<file path="config.mk">
export PLATFORM = sky130hd
export DESIGN_NAME = sb_tx_ctrl
export DESIGN_NICKNAME = d
export VERILOG_FILES = /design/src/rtl/sb_pkg.sv /design/src/rtl/sb_tx_ctrl.sv
export SDC_FILE = /design/constraint.sdc
export NUM_CORES = 1
export LEC_CHECK = 0
export CAP_MARGIN = 20
export CORE_ASPECT_RATIO = 0.75
export CORE_MARGIN = 5
export CORE_UTILIZATION = 55
export DETAILED_ROUTE_END_ITERATION = 8
export PLACE_DENSITY = 0.77
export SYNTH_ARGS = -nofsm -noshare
export SYNTH_HDL_FRONTEND = slang
export SYNTH_SLANG_ARGS = --single-unit
</file>
<file path="constraint.sdc">
create_clock -name sb_clk -period 3.11 [get_ports sb_clk]
set_clock_uncertainty 0.1 [all_clocks]
set_input_delay 0.622 -clock sb_clk [delete_from_list [all_inputs] [get_ports sb_clk]]
set_output_delay 0.622 -clock sb_clk [all_outputs]
set_load 0.01 [all_outputs]
</file>
<file path="src/rtl/sb_pkg.sv">
`default_nettype none
// ============================================================================
//  Module      : sb_pkg
//  Description : Shared sideband definitions. Holds the transmit FSM state
//                encoding and the fixed framing constants of a sideband
//                symbol (one start bit, eight data bits LSB first, one stop
//                bit).
//  Revision    : 1.0 - initial release
// ============================================================================
package sb_pkg;

   // Transmit line-state machine
   typedef enum logic [1:0] {
      ST_DISC   = 2'd0,   // line held low, disconnect timer running
      ST_SETTLE = 2'd1,   // line held high before the first symbol
      ST_IDLE   = 2'd2,   // connected, line high, ready for a byte
      ST_TX     = 2'd3    // serialising a symbol
   } sb_state_e;

   // Symbol framing
   localparam int   SB_SYMBOL_BITS = 10;
   localparam logic SB_START_BIT   = 1'b0;
   localparam logic SB_STOP_BIT    = 1'b1;

endpackage : sb_pkg
`default_nettype wire

</file>
<file path="src/rtl/sb_tx_ctrl.sv">
`default_nettype none
// ============================================================================
//  Module      : sb_tx_ctrl
//  Description : Sideband transmit controller. Sequences the line through
//                disconnect (low), settle (high) and connected states, and
//                serialises accepted bytes as 10-bit symbols
//                (start 0, data LSB first, stop 1), each bit held for
//                BIT_CYCLES clocks. All outputs are registered.
//  Revision    : 1.0 - initial release
//
//  Ports
//     sb_clk              in   sideband clock, rising edge
//     rst                 in   asynchronous reset, active low
//     connect_req         in   level, request the connected line state
//     disconnect_req      in   level, force the disconnected line state
//     tx_valid            in   byte offered
//     tx_data[7:0]        in   byte to send
//     tx_ready            out  byte accepted when tx_valid & tx_ready
//     sbtx                out  sideband transmit line
//     sb_connected        out  high in IDLE and TX
//     tdisconnect_tx_done out  high in DISC once the low time is complete
// ============================================================================
module sb_tx_ctrl
   import sb_pkg::*;
#(
   parameter int TDISCONNECT_TX = 16,
   parameter int TCONNECT_TX    = 25,
   parameter int BIT_CYCLES     = 4
) (
   input  logic       sb_clk,
   input  logic       rst,
   input  logic       connect_req,
   input  logic       disconnect_req,
   input  logic       tx_valid,
   input  logic [7:0] tx_data,
   output logic       tx_ready,
   output logic       sbtx,
   output logic       sb_connected,
   output logic       tdisconnect_tx_done
);

   localparam logic [15:0] TDISC_CNT  = 16'(TDISCONNECT_TX);
   localparam logic [15:0] TCONN_LAST = 16'(TCONNECT_TX - 1);
   localparam logic [15:0] BIT_LAST   = 16'(BIT_CYCLES - 1);
   localparam logic [3:0]  LAST_IDX   = 4'(SB_SYMBOL_BITS - 1);

   sb_state_e                 state_q, state_d;
   logic [15:0]               cnt_q, cnt_d;       // DISC / SETTLE timer
   logic [15:0]               cyc_q, cyc_d;       // clocks within current bit
   logic [3:0]                idx_q, idx_d;       // bit index within symbol
   logic [SB_SYMBOL_BITS-1:0] shreg_q, shreg_d;   // current bit is [0]
   logic                      sbtx_d, ready_d, conn_d, done_d;
   logic                      accept;

   assign accept = tx_valid & tx_ready;

   always_comb begin
      state_d = state_q;
      cnt_d   = cnt_q;
      cyc_d   = cyc_q;
      idx_d   = idx_q;
      shreg_d = shreg_q;

      if (disconnect_req) begin
         // Overrides everything, including an in-flight symbol; holding it
         // keeps the disconnect timer at zero.
         state_d = ST_DISC;
         cnt_d   = '0;
         cyc_d   = '0;
         idx_d   = '0;
         shreg_d = '0;
      end else begin
         case (state_q)
            ST_DISC: begin
               if (connect_req && tdisconnect_tx_done) begin
                  state_d = ST_SETTLE;
                  cnt_d   = '0;
               end else if (cnt_q != TDISC_CNT) begin
                  cnt_d = cnt_q + 16'd1;
               end
            end
            ST_SETTLE: begin
               if (cnt_q == TCONN_LAST) begin
                  state_d = ST_IDLE;
                  cnt_d   = '0;
               end else begin
                  cnt_d = cnt_q + 16'd1;
               end
            end
            ST_IDLE: begin
               if (accept) begin
                  state_d = ST_TX;
                  shreg_d = {SB_STOP_BIT, tx_data, SB_START_BIT};
                  cyc_d   = '0;
                  idx_d   = '0;
               end
            end
            ST_TX: begin
               if (cyc_q != BIT_LAST) begin
                  cyc_d = cyc_q + 16'd1;
               end else if (idx_q != LAST_IDX) begin
                  cyc_d   = '0;
                  idx_d   = idx_q + 4'd1;
                  shreg_d = {SB_STOP_BIT, shreg_q[SB_SYMBOL_BITS-1:1]};
               end else if (accept) begin
                  // Byte taken in the last stop cycle: next start bit
                  // follows with no idle gap.
                  shreg_d = {SB_STOP_BIT, tx_data, SB_START_BIT};
                  cyc_d   = '0;
                  idx_d   = '0;
               end else begin
                  state_d = ST_IDLE;
                  cyc_d   = '0;
                  idx_d   = '0;
               end
            end
            default: begin
               state_d = ST_DISC;
               cnt_d   = '0;
            end
         endcase
      end

      // Outputs are computed from the next state so they register cleanly.
      sbtx_d  = (state_d == ST_TX) ? shreg_d[0]
                                   : ((state_d == ST_SETTLE) || (state_d == ST_IDLE));
      ready_d = (state_d == ST_IDLE) ||
                ((state_d == ST_TX) && (idx_d == LAST_IDX) && (cyc_d == BIT_LAST));
      conn_d  = (state_d == ST_IDLE) || (state_d == ST_TX);
      done_d  = (state_d == ST_DISC) && (cnt_d == TDISC_CNT);
   end

   always_ff @(posedge sb_clk or negedge rst) begin
      if (!rst) begin
         state_q             <= ST_DISC;
         cnt_q               <= '0;
         cyc_q               <= '0;
         idx_q               <= '0;
         shreg_q             <= '0;
         sbtx                <= 1'b0;
         tx_ready            <= 1'b0;
         sb_connected        <= 1'b0;
         tdisconnect_tx_done <= 1'b0;
      end else begin
         state_q             <= state_d;
         cnt_q               <= cnt_d;
         cyc_q               <= cyc_d;
         idx_q               <= idx_d;
         shreg_q             <= shreg_d;
         sbtx                <= sbtx_d;
         tx_ready            <= ready_d;
         sb_connected        <= conn_d;
         tdisconnect_tx_done <= done_d;
      end
   end

endmodule : sb_tx_ctrl
`default_nettype wire
</file>
==> results of run 1 <==
==> critical path: stages (launching register included) <==
cell,delay (ns)
sky130_fd_sc_hd__dfrtp_1,0.38
sky130_fd_sc_hd__inv_2,0.06
sky130_fd_sc_hd__ha_4,0.16
sky130_fd_sc_hd__nor4b_4,0.13
sky130_fd_sc_hd__and4_4,0.16
sky130_fd_sc_hd__buf_4,0.14
sky130_fd_sc_hd__nand2_1,0.08
sky130_fd_sc_hd__nand2_2,0.07
sky130_fd_sc_hd__a21oi_2,0.18
sky130_fd_sc_hd__o21ai_2,0.11
sky130_fd_sc_hd__inv_2,0.09
sky130_fd_sc_hd__ha_4,0.14
sky130_fd_sc_hd__o21ai_4,0.06
sky130_fd_sc_hd__a2111oi_4,0.36
sky130_fd_sc_hd__nand4bb_1,0.15
sky130_fd_sc_hd__or4_4,0.44
sky130_fd_sc_hd__o41ai_2,0.28
==> sequential cells by signal, indices dropped and copies added (netlist names) <==
register,cells
tdisconnect_tx_done,1
sb_connected,1
idx_q,4
cnt_q,16
sbtx,1
shreg_q,10
tx_ready,1
cyc_q,16
state_q,2
==> final cells by class <==
cell class | instances | area, sq um
flip-flops and latches | 52 | 1301
inverters | 17 | 66.31
clock buffers | 5 | 68.82
clock inverters | 3 | 27.53
well taps | 78 | 97.59
repair buffers | 81 | 655.6
multi-input cells | 299 | 2024
fillers | 439 | 1674
==> cells in the final DEF (no fill, tap or decap), drive strengths merged, types with 3 or more instances in the layout <==
cell	Yosys	final
clkbuf	14	5
or3	4	4
nor3	12	12
inv	17	18
o221ai	4	4
nor2	25	25
and4	3	3
and2	8	8
nor4	10	10
o22ai	4	4
a21o	5	5
a21oi	26	26
o21a	3	3
nand4	11	11
or2	3	3
nor4b	6	6
clkdlybuf4s50	0	15
and3	9	9
nor3b	3	3
buf	11	66
nand3b	3	3
a22o	9	9
nand2	36	36
dfrtp	52	52
a21boi	3	3
nand3	12	12
o31a	3	3
ha	8	8
o21ai	28	28
a31oi	9	9
o211ai	3	3
a211oi	7	7
mux2i	8	8
o31ai	5	5
nor2b	3	3
==> cell usage after synthesis (all sizes together) (5+ instances only) <==
cell type / count / area (sq um)
nor4b: 6 / 58.80
nor3: 12 / 60.06
a31oi: 9 / 56.30
and2: 8 / 50.05
o21ai: 28 / 143.9
nand4: 11 / 68.82
o31ai: 5 / 37.54
dfrtp: 52 / 1301
inv: 17 / 63.81
a21o: 5 / 37.54
mux2i: 8 / 80.08
a21oi: 26 / 130.1
nand3: 12 / 60.06
clkbuf: 14 / 52.55
a22o: 9 / 78.83
nand2: 36 / 135.1
buf: 11 / 63.81
a211oi: 7 / 52.55
nor4: 10 / 75.07
ha: 8 / 100.1
nor2: 25 / 93.84
and3: 9 / 56.30
==> cell families after synthesis <==
logic type,after synthesis,synth area share [%]
and+or+nand+nor,155,25.23
AOI/OAI and AO/OA,125,25.08
DFF,52,38.19
buffers and inverters,42,5.288
muxes,10,3.011
adders and majority gates,8,2.938
xor gates and xnor gates,1,0.2571
==> power by group through the flow <==
stage	Sequential, mW	Clock [mW]	Combinational, mW
floorplan	0.695	0	0.0348
global placement	0.694	0	0.0868
detailed placement	0.694	0	0.0884
CTS	0.681	0.427	0.0960
global route	0.682	0.458	0.112
finish	0.681	0.418	0.101
==> worst max-delay path by stage <==
stage	to	slack (ns)	depth (start not counted)
final	tx_ready	-0.07	16
after global placement	tx_ready	-0.24	12
after CTS	tx_ready	0.02	13
after global routing	tx_ready	-0.21	16
after detailed placement	tx_ready	-0.37	12
after floorplan	tx_ready	0.009	12
==> metal layers <==
| layer | up-vias | share of wire (%) | track usage [%] |
|---|---|---|---|
| met5 | - | 0 | 0 |
| met4 | 0 | 1.6 | 6.999 |
| met3 | 20 | 12 | 6.732 |
| met2 | 247 | 41 | 36.27 |
| met1 | 1609 | 45 | 40.20 |
| li1 | 1615 | - | - |
==> repair_timing <==
| item | in CTS | in global routing |
|---|---|---|
| setup buffers | 2 | 4 |
| setup endpoints to repair | 1 | 2 |
| pin swaps | 5 | 10 |
| gates resized for setup | 7 | 13 |
==> through the flow <==
stage | utilization [%] | setup WS [ns]
6_report | 71.70 | -0.06989
2_1_floorplan | - | 0.008656
5_1_grt | 71.70 | -0.2128
3_3_place_gp | 67.83 | -0.2414
4_1_cts | 70.11 | 0.02246
3_5_place_dp | 67.83 | -0.3736
==> summary by stage, run 1 <==
Pwr
The analysis attributes to net switching a power of 0.3080 mW. The part of the power in registers is a little under three fifths. Net switching is about a quarter of the power. The maximum vdd drop is roughly 0.25 mV. The fraction of power consumed by combinational cells is around 8.4%. The part of the total power dissipated in the clock network is 34.8%. For this design the ratio of total power to cell area is 283.2 nW/um^2. The internal cell power is 0.8932 mW.

The total design power is 1.201 mW. Summed over all cells, the static leakage comes to 1.808 nW.

Global route
Global routing consumed, over all layers together, 26.21% of the routing resources. The maximum number of pins on one net before global-route repair is 53. The initial antenna violation count is 0.

The via count of the first global-routing pass was 3244. The first global-routing pass estimated 16530 microns of wire. The total global routing overflow is 0.

Drt
The pre-antenna-repair detailed-routing pass consisted of 5 iterations. The number of DRC markers after the initial detailed-route iteration is 375. The routed length per placed instance is 18.96 microns.

In this run the remaining antenna-violating nets after routing total 0. The number of vias per cell after detailed routing is 6.525. For this block, the routed nets add up to 10150 microns of wire. In the routed design, unresolved DRC markers number 0. The number of vias after detailed routing is 3491.

Critical path
At the worst endpoint, the arrival time is 3.31 ns. The cell count of the worst reg-to-reg path is 16. The beginning of the worst register-to-register path is cnt_q[1]. The critical path class is reg2reg. STA puts the critical path data required time at 3.24 ns.

The sort of element at the end of the critical path is a flop. The terminus of the critical flop-to-flop path is tx_ready. The startpoint type of the worst setup path is a flop. Of all nets on the critical path, the largest fanout is 3. The setup check on the worst reg-to-reg path leaves a slack of -0.07 ns. The origin of the worst setup path is cnt_q[1].

STA
For the pin with the worst max-slew slack, the measured transition is between 0.6 and 0.7 ns. Setup violations remaining at the end of the flow were counted as 1. The number of pins exceeding their max-slew limit in the final report is 0.

The final-report hold violation count is 0. The sum of negative setup slack is -0.06989 ns. The worst max-slew margin expressed relative to the limit is 56.54%. The worst path uses 102.2% of the clock period. Setup repair after global routing could not meet its margin everywhere. On the final layout, the worst hold slack is 0.1704 ns.

The time the worst path needs with I/O delays and setup is 3.180 ns. The maximum achievable frequency is 314.5 MHz. In the post-route analysis, the smallest setup slack over all paths is -0.06989 ns.

Die
The vertical die dimension is 78.16 microns. The I/O pin count is 17. The core region is 5916 sq um. The overall die width is ~100 microns.

The floorplan step defined a die boundary enclosing 7885 sq um. The initial cell density of the core is between 50% and 60%. The number of standard-cell rows in the floorplan is 24.

Logic synthesis
The share of synthesized area occupied by flip-flops and latches is 38.19%. Synthesis produced 393 cells. The synthesized net count is 414. In the synthesized netlist the dominant register cell turns out to be sky130_fd_sc_hd__dfrtp_1. The number of different library cells used by synthesis comes to 62. The average cell area after synthesis is roughly 8.7 sq um.

The summed instance area of the synthesized netlist is 3407 sq um. The number of enable flip-flop cells after synthesis is 0. The number of warnings reported in the yosys synthesis log is 0. Counting flops with an async set or reset pin after synthesis yields a share of 100.0%.

After synthesis the netlist holds a flip-flop and latch count of 52.

Placed design
The count of buffers added on input and output ports is 16. The global placement routability congestion is 0.9791. The half-perimeter wire length after detailed placement is 7192 microns. Summing all placed instances gives a cell area of between 4000 and 5000 sq um.

Once placement completed, the tool counted placed cells totaling 521.

Clocking
The number of clock sinks seen by CTS is 52. The clock tree synthesis step divided the H-tree into 2 levels. For the worst-skew pair, the clock arrives at the later sink with an insertion delay of ~0.32 ns.

TritonCTS built the clock tree. The maximum number of buffers from clock root to sink is 2. The total clock buffers created by CTS is 5. The clock tree root driver cell is sky130_fd_sc_hd__clkbuf_8.

The number of buffers added to fix hold violations after cts is 0. After clock tree synthesis, the clock-pin slew on the worst setup and hold paths is 0.11 ns.

Run status
The checks that failed: setup timing. The run finished, with violations left.

Job
Across the run, the number of max-cap violations was 0.

Cells and area
The finished cells cover 4242 sq um. The repair_antennas step left the layout with diodes totalling 0. The fraction of final layout cells sized beyond drive strength 1 is 22.10%. From synthesis to final layout, the design area changed by 24.50%. The final layout contains 477 nets. The filler-free cell count of the finished design is 535.

Min path
In this run the worst hold path is classified as in2async.
Power figures use the tool's default switching activity.
==> run 2, diff against run 1 <==
CTS_BUF_LIST = sky130_fd_sc_hd__clkbuf_16   (was unset)
==> run 2 against run 1 <==
Effect of this change:
- the run still ends with setup timing left
- via count up 0.11%
- critical path depth down 1
- setup slack worse by 0.090 ns
- total power up 13%
- worst hold slack better by 0.036 ns
- non-clock buffer count unchanged
- sequential power about the same
- global-route usage up 0.21 points
- die area unchanged
- first-iteration DRC count down 1.3%
- combinational power about the same
- largest cell class unchanged
- largest power group unchanged
- highest routed layer unchanged
==> summary by stage, run 2 (same netlist as run 1, synthesis figures left out) <==
Die
The vertical die dimension was 78.16 microns (unchanged). The initial cell density of the core came to 57.59% (unchanged). The overall die width is 100.9 microns (unchanged). The core area is 5916 sq um (unchanged).

The I/O pin count was 17 (unchanged). The area of the die was 7885 sq um (unchanged). The number of standard-cell rows in the floorplan is 24 (unchanged).

Cells and area
The final design utilization is 72.65% (+0.95 points). The largest registers in the layout are cnt_q x16, cyc_q x16, shreg_q x10. The filler-free cell count of the finished design was 535 (unchanged). The number of nets at the end of the flow came to 477 (unchanged). The layout overhead on the synthesized area is 26.15%. In the layout the commonest cells are sky130_fd_sc_hd__buf_4 (64), sky130_fd_sc_hd__dfrtp_1 (52), sky130_fd_sc_hd__nand2_1 (35). Leaving out fill and tap cells, the most frequent cell in the layout is sky130_fd_sc_hd__buf_4.

The fraction of final layout cells sized beyond drive strength 1 is 22.10% (unchanged). The final antenna diode count is 0 (unchanged). The final design area excluding fillers is 4298 sq um (+1.3%).

STA
The maximum achievable frequency is 305.8 MHz (-2.8%). The time the worst path needs with I/O delays and setup was 3.270 ns (+0.09039 ns). The worst-margin pin slew was 0.6383 ns (-0.01362 ns). The count of endpoints failing setup in the final report is 1 (unchanged). The number of pins exceeding their max-slew limit in the final report is 0 (unchanged). The tightest hold margin is 0.2068 ns (+0.03640 ns). The final critical-path share of the clock period was 105.2% (+2.9 points). Setup repair after global routing could not meet its margin everywhere.

The least setup slack across all paths after layout is -0.1603 ns (-0.09039 ns). The worst max-slew margin expressed relative to the limit is 57.44% (+0.91 points). The final-report hold violation count is 0 (unchanged).

The sum of negative setup slack is -0.1603 ns (-0.09039 ns).

Global route
The layer carrying the most global-route usage is met1. The met1 routing resource usage after global routing came to 40.04% (-0.16 points). The overall track demand over capacity in global routing is 26.43% (+0.21 points).

The initial antenna violation count is 0 (unchanged). The maximum number of pins on one net before global-route repair is 53 (unchanged). The via count of the first global-routing pass is 3246 (+0.062%). The met2 track demand over resource in global routing was 37.12% (+0.85 points). The met3 demand-to-capacity share in global routing is 6.289% (-0.44 points). The first-pass GRT wire length is 16590 microns (+0.33%). The total global routing overflow came to 0 (unchanged).

Critical path
The data arrival time of the critical path is 3.37 ns (+0.06 ns). STA classifies the critical path startpoint as a flop. The required time reported for the critical path endpoint came to 3.21 ns (-0.03 ns). The largest fanout on the critical path is 3 (unchanged). The critical path class is reg2reg.

The worst setup path is captured at a flop.

Clocking
The H-tree depth is 2 (unchanged). The number of buffers added to fix hold violations after cts is 0 (unchanged). The clock insertion delay at the later pin of the skew report is 0.30 ns (-0.02 ns). The maximum number of buffers from clock root to sink came to 2 (unchanged). The clock transition at the registers of the reported paths was 0.08 ns (-0.03 ns). The clock tree root driver cell is sky130_fd_sc_hd__clkbuf_16. The total clock buffers created by CTS came to 5 (unchanged). The number of clock sinks seen by CTS was 52 (unchanged). The CTS tree is yes.

Pwr
The leakage power is 1.832 nW (+1.3%). The ratio of total power to cell area is 316.1 nW/um^2 (+12%). The maximum vdd drop is 0.3472 mV (+40%).

The total design power is 1.359 mW (+13%).

Drt
The remaining antenna violation count after routing was 0 (unchanged). The number of vias after detailed routing came to 3495 (+0.11%). The number of vias per cell after detailed routing came to 6.533 (+0.11%). The wire length reported by the detailed router is 10270 microns (+1.2%). The number of DRC markers after the initial detailed-route iteration is 370 (-1.3%).

The first-pass detailed-route iteration total is 5 (unchanged). The routed length per placed instance is 19.19 microns (+1.2%). The post-route DRC violation count is 0 (unchanged).

Placed design
The worst slack at placement is -0.3736 ns (unchanged). The count of buffers inserted at the top-level ports is 16 (unchanged). The cell area after placement was 4013 sq um (unchanged). The global placement routability congestion is 0.9791 (unchanged). The half-perimeter wire length after detailed placement is 7192 microns (unchanged). The number of cells after detailed placement is 521 (unchanged).

Run status
The flow ran to the end, but the final reports show violations. The checks that failed: setup timing.

Min path
In this run the worst hold path is classified as in2async.

Job
The max-capacitance violation count is 0 (unchanged).
-- run 2: cell types whose count changed in the layout (fill, tap and decap cells not counted) --
cell                        change
sky130_fd_sc_hd__clkbuf_16      +5
sky130_fd_sc_hd__clkbuf_8       -5
-- run 2: final cells by class --
type,count,area [sq um]
Clock inverter,3,27.53
Sequential cell,52,1301
Multi-Input combinational cell,299,2024
Clock buffer,5,125.1
Inverter,17,66.31
Timing Repair Buffer,81,655.6
Fill cell,422,1618
Tap cell,78,97.59
-- run 2: what timing repair did --
item,4_1_cts,5_1_grt
pin swaps,5,10
setup buffers,2,4
gates resized for setup,7,13
endpoints found under the setup margin,1,2
-- run 2: metal layers --
layer  part of all wire, %  up-vias
met2                    42      211
met4                   1.6        0
met3                    10       17
li1                      -     1622
met5                     0        -
met1                    46     1645
-- run 2: path summary, 6_finish.rpt --
check                      startpoint    endpoint  slack [ns]  cells after the start
max reg2reg                  cnt_q[4]    tx_ready       -0.16                     15
min                               rst    cyc_q[5]        0.21                      2
max in group asynchronous         rst    cnt_q[0]        2.46                      2
min reg2reg                shreg_q[9]  shreg_q[9]        0.43                      2
min in group sb_clk        shreg_q[9]  shreg_q[9]        0.43                      2
max                          cnt_q[4]    tx_ready       -0.16                     15
-- run 2: power breakdown --
part | leakage (nW) | total [mW] | switching, mW | internal [mW]
logic | 1.04 | 0.102 | 0.0536 | 0.0486
clock network | 0.0719 | 0.575 | 0.269 | 0.306
registers | 0.724 | 0.681 | 0.00230 | 0.679
-- run 2: critical path, cell delays in order, from the launching register on --
cell and delay, ns:
sky130_fd_sc_hd__dfrtp_1 0.41, sky130_fd_sc_hd__nor4b_2 0.17, sky130_fd_sc_hd__buf_4 0.14, sky130_fd_sc_hd__and4_4 0.17, sky130_fd_sc_hd__buf_4 0.14, sky130_fd_sc_hd__nand2_1 0.07, sky130_fd_sc_hd__nand2_2 0.07, sky130_fd_sc_hd__a21oi_2 0.18
sky130_fd_sc_hd__o21ai_2 0.10, sky130_fd_sc_hd__inv_2 0.08, sky130_fd_sc_hd__ha_4 0.14, sky130_fd_sc_hd__o21ai_4 0.06, sky130_fd_sc_hd__a2111oi_4 0.36, sky130_fd_sc_hd__nand4bb_1 0.15, sky130_fd_sc_hd__or4_4 0.54, sky130_fd_sc_hd__o41ai_2 0.29
==> run 3, diff against run 2 <==
CORE_MARGIN = 2   (was 5)
==> run 3 against run 2 <==
Effect of this change:
- the flow still finishes with violations (setup timing)
- design area up 0.93%
- total power up 4.7%
- wire length shrank 0.81%
- global-route usage rose by 4.9 points
- die area down 13%
- largest power group unchanged
==> summary by stage, run 3 (same netlist as run 1, synthesis figures left out) <==
Cells and area
The largest registers in the layout are cnt_q x16, cyc_q x16, shreg_q x10. Leaving out fill and tap cells, the most frequent cell in the layout is sky130_fd_sc_hd__buf_4. The final design utilization is 73.70% (+1.1 points). The filler-free cell count of the finished design was 539 (+0.75%).

The number of inserted filler cells in the final layout came to 447 (+5.9%). The fraction of final layout cells sized beyond drive strength 1 came to 21.91% (-0.19 points). The final antenna diode count is 0 (unchanged). Leaving out fill and tap cells, the most frequent cells in the layout are sky130_fd_sc_hd__buf_4 (69), sky130_fd_sc_hd__dfrtp_1 (52), sky130_fd_sc_hd__nand2_1 (36).

From synthesis to final layout, the design area changed by 27.32%. The number of nets at the end of the flow is 481 (+0.84%).

Critical path
The biggest cell delay along the critical path is 0.50 ns (-0.04 ns). The critical path class is reg2reg. The critical path endpoint is tx_ready. The sort of element at the end of the critical path is a flop. The cell count of the worst reg-to-reg path came to 16 (+1). The data arrival time of the critical path came to 3.27 ns (-0.10 ns). Among all stages on the critical path, the largest delay is contributed by sky130_fd_sc_hd__or4_4. The largest fanout on the critical path is 2 (-1). STA classifies the critical path startpoint as a flop.

The endpoint identified for the worst register-to-register timing path is tx_ready. The worst-case register-to-register setup slack is -0.07 ns (+0.09 ns). Traced cell by cell, the critical path runs through inv_2 -> ha_4 -> nor4b_4 -> and4_4 -> buf_4 -> nand2_1 -> nand2_1 -> a21oi_1 -> o21ai_1 -> inv_1 -> ha_4 -> o21ai_2 -> a2111oi_4 -> nand4bb_1 -> or4_4 -> o41ai_2. The beginning of the worst register-to-register path is cnt_q[1]. The origin of the worst setup path is cnt_q[1]. The required time reported for the critical path endpoint is 3.20 ns (about the same).

Die
The overall die width is 94.88 microns (-5.9%). The vertical die dimension came to 72.16 microns (-7.7%). The number of standard-cell rows in the floorplan was 24 (unchanged).

The area of the die came to 6847 sq um (-13%). The I/O pin count is 17 (unchanged). The core area is 5886 sq um (-0.51%). The initial cell density of the core is 57.89% (+0.29 points).

Pwr
The net switching fraction of the power is 22.37% (-1.6 points). The maximum vdd drop is 0.3002 mV (-14%). The part of the total power dissipated in the clock network is 45.0% (+2.7 points). The total design power is 1.423 mW (+4.7%). The part of the power in registers is 47.9% (-2.2 points). The net switching component of the power is 0.3183 mW (-2.2%). The internal cell power is 1.104 mW (+6.9%). The ratio of total power to cell area is 328.0 nW/um^2 (+3.7%).

The fraction of power consumed by combinational cells is 7.1% (-0.4 points). The leakage power is 1.866 nW (+1.8%).

Drt
The wire length on met1 is 4703 microns (-1.0%). Signal routing reaches up to met4. The wire length reported by the detailed router was 10180 microns (-0.81%).

The number of vias after detailed routing is 3615 (+3.4%). The number of DRC markers after the initial detailed-route iteration is 541 (+46%). The remaining antenna violation count after routing came to 0 (unchanged).

The first-pass detailed-route iteration total came to 5 (unchanged). The routed length per placed instance is 18.89 microns (-1.5%). The post-route DRC violation count is 0 (unchanged). The number of vias per cell after detailed routing is 6.707 (+2.7%). The sum of met3 wire segment lengths after detailed routing is 1115 microns (+5.2%). The routed length on met2 was 4234 microns (-1.4%).

STA
The number of pins exceeding their max-slew limit in the final report is 0 (unchanged). The final critical-path share of the clock period is 102.2% (-2.9 points). The maximum achievable frequency is 314.6 MHz (+2.9%). The count of endpoints failing setup in the final report is 1 (unchanged).

The least setup slack across all paths after layout is -0.06890 ns (+0.09138 ns). Setup repair after global routing could not meet its margin everywhere. The final-report hold violation count was 0 (unchanged).

The worst max-slew margin expressed relative to the limit is 55.89% (-1.6 points). The sum of negative setup slack came to -0.06890 ns (+0.09138 ns). The worst-margin pin slew came to 0.6617 ns (+0.02335 ns). The time the worst path needs with I/O delays and setup is 3.179 ns (-0.09138 ns).

Job
The max-capacitance violation count came to 0 (unchanged).

Global route
The maximum number of pins on one net before global-route repair came to 29 (-45%). The first-pass GRT wire length came to 16770 microns (+1.1%). The total global routing overflow was 0 (unchanged). The via count of the first global-routing pass is 3304 (+1.8%). The initial antenna violation count is 0 (unchanged). The overall track demand over capacity in global routing is 31.36% (+4.9 points).

Clocking
The number of buffers added to fix hold violations after cts is 0 (unchanged). The clock insertion delay at the later pin of the skew report is 0.30 ns (about the same). The maximum number of buffers from clock root to sink is 2 (unchanged).

The tree is rooted in a sky130_fd_sc_hd__clkbuf_16. TritonCTS built the clock tree. The number of clock sinks seen by CTS is 52 (unchanged). The total clock buffers created by CTS came to 5 (unchanged). The clock transition at the registers of the reported paths is 0.07 ns (about the same). The H-tree depth came to 2 (unchanged).

Min path
The path class of the tightest hold or removal check is in2async.

Placed design
The global placement routability congestion is 0.9701 (-0.92%). The count of buffers inserted at the top-level ports came to 16 (unchanged). The number of cells after detailed placement is 524 (+0.58%).

The half-perimeter wire length after detailed placement is 7237 microns (+0.63%).

Run status
The run finished, with violations left. The final reports fail on setup timing.
==> run 3: area by class of cell <==
class / instances / area [sq um] / area share (%)
multi-input cells: 299 / 2032 / 46.84
inverters: 17 / 66.31 / 1.529
repair buffers: 85 / 673.1 / 15.52
clock inverters: 3 / 42.54 / 0.9807
flip-flops and latches: 52 / 1301 / 30.00
well taps: 78 / 97.59 / 2.250
clock buffers: 5 / 125.1 / 2.884
==> run 3: per-layer routing <==
metal	GRT usage, %	vias up
met5	0	-
met4	5.314	0
met3	8.100	22
met2	44.52	249
met1	48.92	1718
li1	-	1626
==> run 3: critical path, delay by kind of cell (launching register included) <==
| kind | cells | cell delay (ns) |
|---|---|---|
| AND/OR/NAND/NOR | 6 | 1.08 |
| AO/OA/AOI/OAI | 5 | 0.91 |
| flip-flops | 1 | 0.37 |
| buffers and inverters | 3 | 0.31 |
| adder cells (fa/ha/maj) | 2 | 0.31 |
==> run 3: worst min path at each step <==
| stage | start | endpoint | slack (ns) |
|---|---|---|---|
| floorplan | rst | cnt_q[0] | 0.23 |
| global placement | shreg_q[9] | shreg_q[9] | 0.41 |
| detailed placement | shreg_q[9] | shreg_q[9] | 0.41 |
| CTS | rst | cnt_q[11] | 0.23 |
| global route | rst | cnt_q[11] | 0.25 |
| finish | rst | cnt_q[11] | 0.22 |
==> run 3: power groups by stage <==
stage	clock network, mW	registers [mW]	logic [mW]
after global placement	0	0.694	0.0854
final	0.640	0.681	0.102
after CTS	0.644	0.681	0.0956
after floorplan	0	0.695	0.0348
after detailed placement	0	0.694	0.0876
after global routing	0.668	0.681	0.111
==> run 3: timing repair <==
action / CTS / global route
endpoints found under the setup margin: 1 / 2
gates resized for setup: 14 / 3
setup buffers: 4 / 3
pin swaps: 9 / 7
==> run 3: per-stage QoR <==
step                setup WS [ns]  hold WS (ns)  area [sq um]
global route              -0.2129        0.2537          4338
global placement          -0.2877        0.4061          4023
detailed placement        -0.4092        0.4060          4023
CTS                      0.006824        0.2289          4299
floorplan                0.008656        0.2264          3445
finish                   -0.06890        0.2171          4338
